--- config.mk ---
export PLATFORM = sky130hd
export DESIGN_NAME = serial_index_encoder
export DESIGN_NICKNAME = d
export VERILOG_FILES = /design/src/rtl/enc_pkg.sv /design/src/rtl/prio_enc32.sv /design/src/rtl/serial_index_encoder.sv
export SDC_FILE = /design/constraint.sdc
export NUM_CORES = 1
export LEC_CHECK = 0
export CAP_MARGIN = 30
export CELL_PAD_IN_SITES_DETAIL_PLACEMENT = 0
export CELL_PAD_IN_SITES_GLOBAL_PLACEMENT = 1
export CORE_ASPECT_RATIO = 1.4
export CORE_MARGIN = 1
export CORE_UTILIZATION = 42
export DETAILED_ROUTE_END_ITERATION = 6
export PLACE_DENSITY_LB_ADDON = 0.1
export SYNTH_ARGS = -nofsm -noshare
export SYNTH_HDL_FRONTEND = slang
export SYNTH_SLANG_ARGS = --single-unit
--- constraint.sdc ---
create_clock -name clk -period 6.4 [get_ports clk]
set_input_delay 1.28 -clock clk [delete_from_list [all_inputs] [get_ports clk]]
set_output_delay 1.28 -clock clk [all_outputs]
set_load 0.005 [all_outputs]
--- src/rtl/enc_pkg.sv ---
// Shared types and sizes for the serial index encoder.
package enc_pkg;

  localparam int ENC_N = 32;
  localparam int ENC_W = 5;

  typedef enum logic {
    ST_IDLE  = 1'b0,
    ST_DRAIN = 1'b1
  } enc_state_e;

  typedef struct packed {
    logic             vld;
    logic [ENC_W-1:0] idx;
    logic             last;
  } idx_rsp_t;

  // Drop the lowest set bit of a vector.
  function automatic logic [ENC_N-1:0] clr_lowest(input logic [ENC_N-1:0] v);
    return v & (v - ENC_N'(1));
  endfunction

endpackage

--- src/rtl/prio_enc32.sv ---
// Lowest-set-bit priority encoder; inverse of the 5-to-32 write-select decoder.
module prio_enc32
  import enc_pkg::*;
(
  input  logic [ENC_N-1:0] in,
  output logic [ENC_W-1:0] idx,
  output logic             any,
  output logic             one_hot
);

  always_comb begin
    idx = '0;
    // Scan high to low so the lowest set bit is the last to write idx.
    for (int i = ENC_N - 1; i >= 0; i--) begin
      if (in[i]) idx = ENC_W'(i);
    end
  end

  assign any     = |in;
  assign one_hot = any && (clr_lowest(in) == '0);

endmodule

--- src/rtl/serial_index_encoder.sv ---
// Drains a multi-hot request vector as a stream of indices, lowest first.
module serial_index_encoder
  import enc_pkg::*;
#(
  parameter int N = ENC_N,
  parameter int W = ENC_W
) (
  input  logic         clk,
  input  logic         rst_n,
  input  logic         req_valid,
  output logic         req_ready,
  input  logic [N-1:0] req_vec,
  output logic         idx_valid,
  input  logic         idx_ready,
  output logic [W-1:0] idx,
  output logic         idx_last,
  output logic         busy
);

  enc_state_e   state;
  logic [N-1:0] pend;
  logic [W-1:0] enc_idx;
  logic         enc_any;
  logic         enc_one;
  idx_rsp_t     rsp;

  prio_enc32 u_prio (
    .in      (pend),
    .idx     (enc_idx),
    .any     (enc_any),
    .one_hot (enc_one)
  );

  always_ff @(posedge clk or negedge rst_n) begin
    if (!rst_n) begin
      state <= ST_IDLE;
      pend  <= '0;
    end else begin
      case (state)
        ST_IDLE: begin
          // An all-zero vector is accepted and simply dropped.
          if (req_valid && (req_vec != '0)) begin
            pend  <= req_vec;
            state <= ST_DRAIN;
          end
        end
        ST_DRAIN: begin
          if (idx_ready) begin
            pend <= clr_lowest(pend);
            if (enc_one) state <= ST_IDLE;
          end
        end
        default: state <= ST_IDLE;
      endcase
    end
  end

  // Outputs follow the async-reset state flop, so reset drops them immediately.
  always_comb begin
    rsp.vld  = (state == ST_DRAIN) && enc_any;
    rsp.idx  = rsp.vld ? enc_idx : '0;
    rsp.last = rsp.vld && enc_one;
  end

  assign req_ready = (state == ST_IDLE);
  assign busy      = ~req_ready;
  assign idx_valid = rsp.vld;
  assign idx       = rsp.idx;
  assign idx_last  = rsp.last;

endmodule
==> metrics.md, run 1 <==
| Metric | Value |
|---|---|
| Outcome | completed |
| # clock sinks | 33 |
| Worst vdd ir | around 0.00023 V |
| Cell with the biggest individual delay on the critical path | sky130_fd_sc_hd__nor4_4 |
| Final setup violation count | 0 |
| Effective utilization at floorplan | 0.436 |
| Routability Congestion | 0.852 |
| CP delay by family, top | simple AND/OR/NAND/NOR gates |
| Pin count of the biggest net entering global routing | 34 |
| Final wirelength | ~7400 um |
| Pwr per Cell Area | 535 nW/um2 |
| Remaining number of nets flagged by the antenna check after routing | 0 |
| Final period utilization | 0.729 |
| Synth-to-Final Area Change | 20.6% |
| Proportion of synthesized flip-flops having asynchronous set or reset | 1.00 |
| First-pass GRT wire length | roughly 12,000 um |
| Cell chosen for the clock root | sky130_fd_sc_hd__clkbuf_8 |
| Vias | between 2,000 and 3,000 |
| Tightest Pin Transition | between 800 and 900 ps |
| # diodes | 0 |
| Simple-gate portion of the synthesized area | 0.243 |
| Cell mode on critical path | sky130_fd_sc_hd__nor4_4 |
| Net Count, Synth | 348 |
| Total of max-cap violations | 0 |
| Initial antenna violation count | 0 |
| Post-synthesis share of cell area spent on full adders, half adders and majority gates | 0.00783 |
| Overflow left after global routing | 0 |
| Dominant combinational cell family by area after synthesis | compound AO/OA/AOI/OAI gates |
| Number of flops mapped to enable cells by yosys | 0 |
| Setup repair after global routing missed its margin | false |
| Data required, critical path | roughly 5000 ps |
| Compound-gate portion of the synthesized area | 0.262 |
| Setup total negative slack | 0 ps |
| Slew Limit Fails | 0 |
| HPWL reported at the end of detailed placement | approximately 5600 um |
| Critical path buffer and inverter count | 1 |
| Cts bufs inserted | 5 |
| Class of the most critical setup path | reg2out |
| Final hold vios | 0 |
| Standby leakage power | 1.28 nW |
| Fin crit period | between 4000 and 5000 ps |
| Area of the die | about 6400 um2 |
| Clock-pin slew on the worst setup and hold paths | around 60 ps |
| Number of buffers on the longest clock path | 2 |
| Avg Vias per Cell | a little over 6 |
| Cell count after synthesis | between 300 and 400 |
| Placeable core area | around 5900 um2 |
| Count of yosys warnings during synthesis | 0 |
| Fraction of final layout cells sized beyond drive strength 1 | 0.0619 |
| Share of cell area taken by muxes after synthesis | 0.102 |
| First-iteration detailed-routing DRC count | around 130 |
| Synth Register Bits | 33 |
| Horiz. Die Dim | 68.0 um |
| Highest fanout seen on the critical path | 10 |
| Largest stage delay on the critical path | 560 ps |
| Number of rows in the core area | 33 |
| Resize count post-CTS | 0 |
| Critical path, cell by cell | nor4_4 -> nand4_4 -> nor4_4 -> o211ai_1 -> a211oi_1 -> and4bb_1 -> and2_1 -> clkdlybuf4s50_1 |
| Number of filler instances in the final layout | around 620 |
| Final Core Density | 0.526 |
| Worst min-delay path class | reg2reg |
| Post-Synth XOR/XNOR Area | 0 |
| Port buffer count | 44 |
| Per-cell routed wire length | approximately 18 um |
| Vias in the first global route | between 2,000 and 2,500 |
| Clock Skews | roughly 6.9 ps |
| Most used flip-flop cell after synthesis | sky130_fd_sc_hd__dfrtp_1 |
| Post-cts hold buffer count | 0 |
| TritonCTS clock tree | yes |
| Share of the yosys chip area belonging to registers | 0.323 |
| Count of nets after finishing | 375 |
| Area of the mapped netlist | roughly 2600 um2 |
| Synthesized area per cell | roughly 8 um2 |
| I/O pins | 45 |
| Count of distinct cell types in the synthesized netlist | 48 |
| Max-slew headroom | 0.433 |
| Vertical die dimension | ~94 um |
| Highest achievable clock rate | around 210 MHz |
| Clock Latency Late Sink | approximately 290 ps |
| Number of post-CTS setup repair buffers | 0 |
| Startpoint type of the worst setup path | flop |
| Htree depth | 2 |
| Overall routing resource usage | 0.252 |
| 1st-pass router iterations | 4 |
| CP Capture Type | output port |
| Post-route DRC violation count | 0 |
| CP arrival | 3390 ps |
per-layer routing:
layer	up-vias	global-route usage	share of wire
li1	1241	-	-
met1	1202	0.313	0.43
met2	64	0.452	0.53
met3	5	0.0314	0.036
met4	0	0.0556	0.0065
met5	-	0	0
placed cells by master, fill, tap and decap left out, types with 2 or more instances in the layout:
cell / instances
sky130_fd_sc_hd__dfrtp_1: 33
sky130_fd_sc_hd__nor3_1: 10
sky130_fd_sc_hd__buf_4: 3
sky130_fd_sc_hd__a21oi_1: 20
sky130_fd_sc_hd__nand2b_1: 2
sky130_fd_sc_hd__and2_1: 2
sky130_fd_sc_hd__o311ai_0: 4
sky130_fd_sc_hd__a211o_1: 2
sky130_fd_sc_hd__or4_1: 4
sky130_fd_sc_hd__a2111oi_0: 2
sky130_fd_sc_hd__nand4_1: 4
sky130_fd_sc_hd__inv_1: 11
sky130_fd_sc_hd__o21ai_0: 34
sky130_fd_sc_hd__a211oi_1: 4
sky130_fd_sc_hd__nand3_1: 10
sky130_fd_sc_hd__maj3_1: 2
sky130_fd_sc_hd__o41ai_1: 2
sky130_fd_sc_hd__mux2i_1: 26
sky130_fd_sc_hd__nor4_4: 3
sky130_fd_sc_hd__o211ai_1: 10
sky130_fd_sc_hd__or3_1: 5
sky130_fd_sc_hd__o22ai_1: 4
sky130_fd_sc_hd__or2_2: 2
sky130_fd_sc_hd__nand2_1: 23
sky130_fd_sc_hd__nor4_1: 13
sky130_fd_sc_hd__a31oi_1: 5
sky130_fd_sc_hd__a22o_1: 4
sky130_fd_sc_hd__clkdlybuf4s50_1: 44
sky130_fd_sc_hd__clkbuf_8: 6
sky130_fd_sc_hd__nor2_1: 23
sky130_fd_sc_hd__o31ai_1: 4
report_power, final:
part,switching [mW],total (mW),internal (mW)
Clock,0.0771,0.162,0.0854
Sequential,0.160,0.437,0.277
Combinational,0.549,1.05,0.503
sequential cells by signal, indices dropped and copies added (netlist names):
name,cells
busy,1
pend,32
layout make-up:
cell class | instances | area (um2) | area share
clock buffer | 7 | 86.3 | 0.0280
sequential | 33 | 826 | 0.268
inverter | 11 | 41.3 | 0.0134
tap | 70 | 87.6 | 0.0284
timing repair buffer | 47 | 463 | 0.150
multi-input combinational | 241 | 1580 | 0.513
worst reg2reg max path, stage by stage (launching register included):
cell,delay (ps)
sky130_fd_sc_hd__dfrtp_1,500
sky130_fd_sc_hd__nor4_4,560
sky130_fd_sc_hd__nand4_4,280
sky130_fd_sc_hd__nor4_4,480
sky130_fd_sc_hd__nand2_2,140
sky130_fd_sc_hd__or4_4,470
sky130_fd_sc_hd__o211ai_2,150
sky130_fd_sc_hd__o21ai_1,90
logic make-up after synthesis:
| logic type | after synthesis |
|---|---|
| flip-flops | 33 |
| multiplexers | 26 |
| AO/OA/AOI/OAI | 105 |
| buffers and inverters | 38 |
| AND/OR/NAND/NOR | 108 |
| adder cells (fa/ha/maj) | 2 |
Yosys cell counts, drive strengths merged, types with 5 or more instances:
library cell,count,area [um2]
nor3,10,50.1
buf,7,45.0
o21ai,36,180
a31oi,5,31.3
or3,5,31.3
mux2i,26,260
nor2,23,86.3
clkbuf,20,75.1
nand4,5,46.3
dfrtp,33,826
nand2,24,92.6
or4,5,41.3
a21oi,20,100
nor4,17,158
inv,11,41.3
o211ai,11,87.6
nand3,10,50.1
metrics by stage:
step	power, mW	hold WS [ps]	setup slack, ps	cells	cell area, um2
global route	1.81	639	1440	409	3090
CTS	1.65	594	1730	409	3090
floorplan	1.13	531	2850	312	2560
global placement	1.49	569	2140	402	3000
finish	1.65	589	1730	409	3090
detailed placement	1.49	574	2030	402	3000
worst paths after layout:
path,startpoint,to,slack (ps),cells after the start
setup reg to reg,pend[3]$_DFFE_PN0P_,pend[31]$_DFFE_PN0P_,3600,7
hold / removal,pend[25]$_DFFE_PN0P_,pend[25]$_DFFE_PN0P_,590,1
max in group asynchronous,rst_n,pend[24]$_DFFE_PN0P_,4670,2
hold reg to reg,pend[25]$_DFFE_PN0P_,pend[25]$_DFFE_PN0P_,590,1
setup / recovery,pend[3]$_DFFE_PN0P_,idx_last,1730,8
min in group asynchronous,rst_n,pend[14]$_DFFE_PN0P_,1400,2
Power figures use the tool's default switching activity.
==> run 2, diff against run 1 <==
CORE_UTILIZATION = 36   (was 42)
clock period = 4.2 ns   (was 6.4 ns; I/O delays follow)
==> metrics.md, run 2 (synthesis results as in run 1) <==
| Metric | Value |
|---|---|
| Remaining number of nets flagged by the antenna check after routing | 0 (unchanged) |
| Port buffer count | 44 (unchanged) |
| Overflow left after global routing | 0 (unchanged) |
| Leading cell types in the layout, fill and taps excluded | sky130_fd_sc_hd__clkdlybuf4s50_1, sky130_fd_sc_hd__o21ai_0, sky130_fd_sc_hd__dfrtp_1 |
| Total of max-cap violations | 0 (unchanged) |
| Number of rows in the core area | 36 (+9.1%) |
| CP Capture Type | output port |
| Final hold vios | 0 (unchanged) |
| Setup repair after global routing missed its margin | false |
| CP arrival | 3180 ps (-210 ps) |
| Pwr per Cell Area | 824 nW/um2 (+54%) |
| Final setup violation count | 0 (unchanged) |
| Max-slew headroom | 0.543 (+0.110) |
| Highest achievable clock rate | ~250 MHz |
| Outcome | completed |
| Vertical die dimension | 102 um (+7.8%) |
| Critical path, cell by cell | nor4_4 -> nand4_4 -> nor4b_1 -> o22ai_1 -> a211oi_1 -> and4bb_1 -> and2_1 -> clkdlybuf4s50_1 |
| First-iteration detailed-routing DRC count | 171 (+36%) |
| Placeable core area | 6940 um2 (+18%) |
| Tightest Pin Transition | 679 ps (-172 ps) |
| # clock sinks | 33 (unchanged) |
| 1st-pass router iterations | 5 (+1) |
| Overall routing resource usage | 0.227 (-0.0258) |
| # diodes | 0 (unchanged) |
| Class of the most critical setup path | reg2out |
| Final period utilization | 0.957 |
| Synth-to-Final Area Change | 25.7% |
| Post-route DRC violation count | 0 (unchanged) |
| Routability Congestion | 0.818 (-4.1%) |
| Final Core Density | 0.464 (-0.0627) |
| Standby leakage power | 1.34 nW (+4.6%) |
| Effective utilization at floorplan | 0.369 (-0.0675) |
| Fraction of final layout cells sized beyond drive strength 1 | 0.0971 (+0.0352) |
| First-pass GRT wire length | 12,800 um (+5.3%) |
| Largest Register | pend |
| Worst R2R Start | pend[8]$_DFFE_PN0P_ |
| Setup total negative slack | 0 ps (unchanged) |
| Htree depth | 2 (unchanged) |
| Launching instance or port of the critical path | pend[8]$_DFFE_PN0P_ |
| Area of the die | 7450 um2 (+16%) |
| Largest stage delay on the critical path | 520 ps (-40 ps) |
| Vias | 2,595 (+3.3%) |
| Highest fanout seen on the critical path | 12 (+2) |
| Initial antenna violation count | 0 (unchanged) |
| Number of cells on the worst reg-to-reg path | 8 (+1) |
| End point of the critical path | idx_last |
| Setup slack, reg-to-reg | 1600 ps (-2000 ps) |
| Clock Latency Late Sink | 280 ps (about the same) |
| Max FFs per register | 32 (unchanged) |
| TritonCTS clock tree | yes |
| Data required, critical path | 3360 ps (-1760 ps) |
| Fin crit period | around 4000 ps |
| Clock Skews | 4.92 ps (-2.00 ps) |
| HPWL reported at the end of detailed placement | 5950 um (+6.7%) |
| Most common cell after layout, fill and taps aside | sky130_fd_sc_hd__clkdlybuf4s50_1 |
| Horiz. Die Dim | 73.2 um (+7.8%) |
| Reg-to-reg endpoint | pend[31]$_DFFE_PN0P_ |
| Startpoint type of the worst setup path | flop |
| Slew Limit Fails | 0 (unchanged) |
| Avg Vias per Cell | 5.83 (-5.1%) |
| Number of buffers on the longest clock path | 2 (unchanged) |
| Count of nets after finishing | 386 (+2.9%) |
| Pin count of the biggest net entering global routing | 51 (+50%) |
| I/O pins | 45 (unchanged) |
| Cell with the biggest individual delay on the critical path | sky130_fd_sc_hd__dfrtp_1 |
| Final wirelength | 7980 um (+7.8%) |
| Cell chosen for the clock root | sky130_fd_sc_hd__clkbuf_8 |
| Worst min-delay path class | reg2reg |
| Vias in the first global route | 2,463 (+3.1%) |
| Cts bufs inserted | 5 (unchanged) |
| Clock-pin slew on the worst setup and hold paths | 70 ps (about the same) |
| Worst vdd ir | 0.000398 V (+71%) |
| Per-cell routed wire length | 17.9 um (-0.95%) |
-- run 2: metal layers --
layer / part of all wire / up-vias / GRT usage
met5: 0 / - / 0
met4: 0.029 / 0 / 0.0950
met3: 0.033 / 14 / 0.0259
met2: 0.51 / 74 / 0.398
met1: 0.43 / 1240 / 0.276
li1: - / 1267 / -
-- run 2: area by class of cell --
| cell class | count | area, um2 |
|---|---|---|
| multi-input combinational | 241 | 1600 |
| timing repair buffer | 58 | 546 |
| clock buffer | 7 | 86.3 |
| fill | 766 | 3720 |
| inverter | 11 | 41.3 |
| sequential | 33 | 826 |
| tap | 95 | 119 |
-- run 2: where the power goes --
| group | total, mW | switching (mW) | internal [mW] |
|---|---|---|---|
| Clock | 0.250 | 0.120 | 0.130 |
| Sequential | 0.646 | 0.224 | 0.422 |
| Combinational | 1.75 | 0.900 | 0.852 |
| Total | 2.65 | 1.24 | 1.40 |
-- run 2: critical path, delay by kind of cell (launching register included) --
family	cells	cell delay [ps]
buffers and inverters	1	490
and+or+nand+nor	5	1520
DFF	1	520
AOI/OAI and AO/OA	2	370
-- run 2: repair_timing --
| action | 4_1_cts | 5_1_grt |
|---|---|---|
| setup endpoints to repair | 0 | 1 |
| hold buffers | 0 | 0 |
| setup buffers | 0 | 2 |
| resized for setup | 0 | 3 |
-- run 2: worst min-delay path by stage --
stage                                     from                   end  slack (ps)  cells after the start
final                     pend[25]$_DFFE_PN0P_  pend[25]$_DFFE_PN0P_         600                      1
after global routing      pend[25]$_DFFE_PN0P_  pend[25]$_DFFE_PN0P_         640                      1
after CTS                 pend[25]$_DFFE_PN0P_  pend[25]$_DFFE_PN0P_         600                      1
after detailed placement  pend[25]$_DFFE_PN0P_  pend[25]$_DFFE_PN0P_         580                      1
after global placement    pend[25]$_DFFE_PN0P_  pend[25]$_DFFE_PN0P_         580                      1
after floorplan           pend[25]$_DFFE_PN0P_  pend[25]$_DFFE_PN0P_         530                      1
-- run 2: stage by stage --
stage,setup slack [ps],hold WS (ps),area (um2),instances,power [mW]
CTS,100,605,3180,443,2.59
global route,49.8,641,3220,445,2.88
finish,180,604,3220,445,2.65
floorplan,1090,531,2560,312,1.72
global placement,499,584,3100,436,2.33
detailed placement,427,575,3100,436,2.33
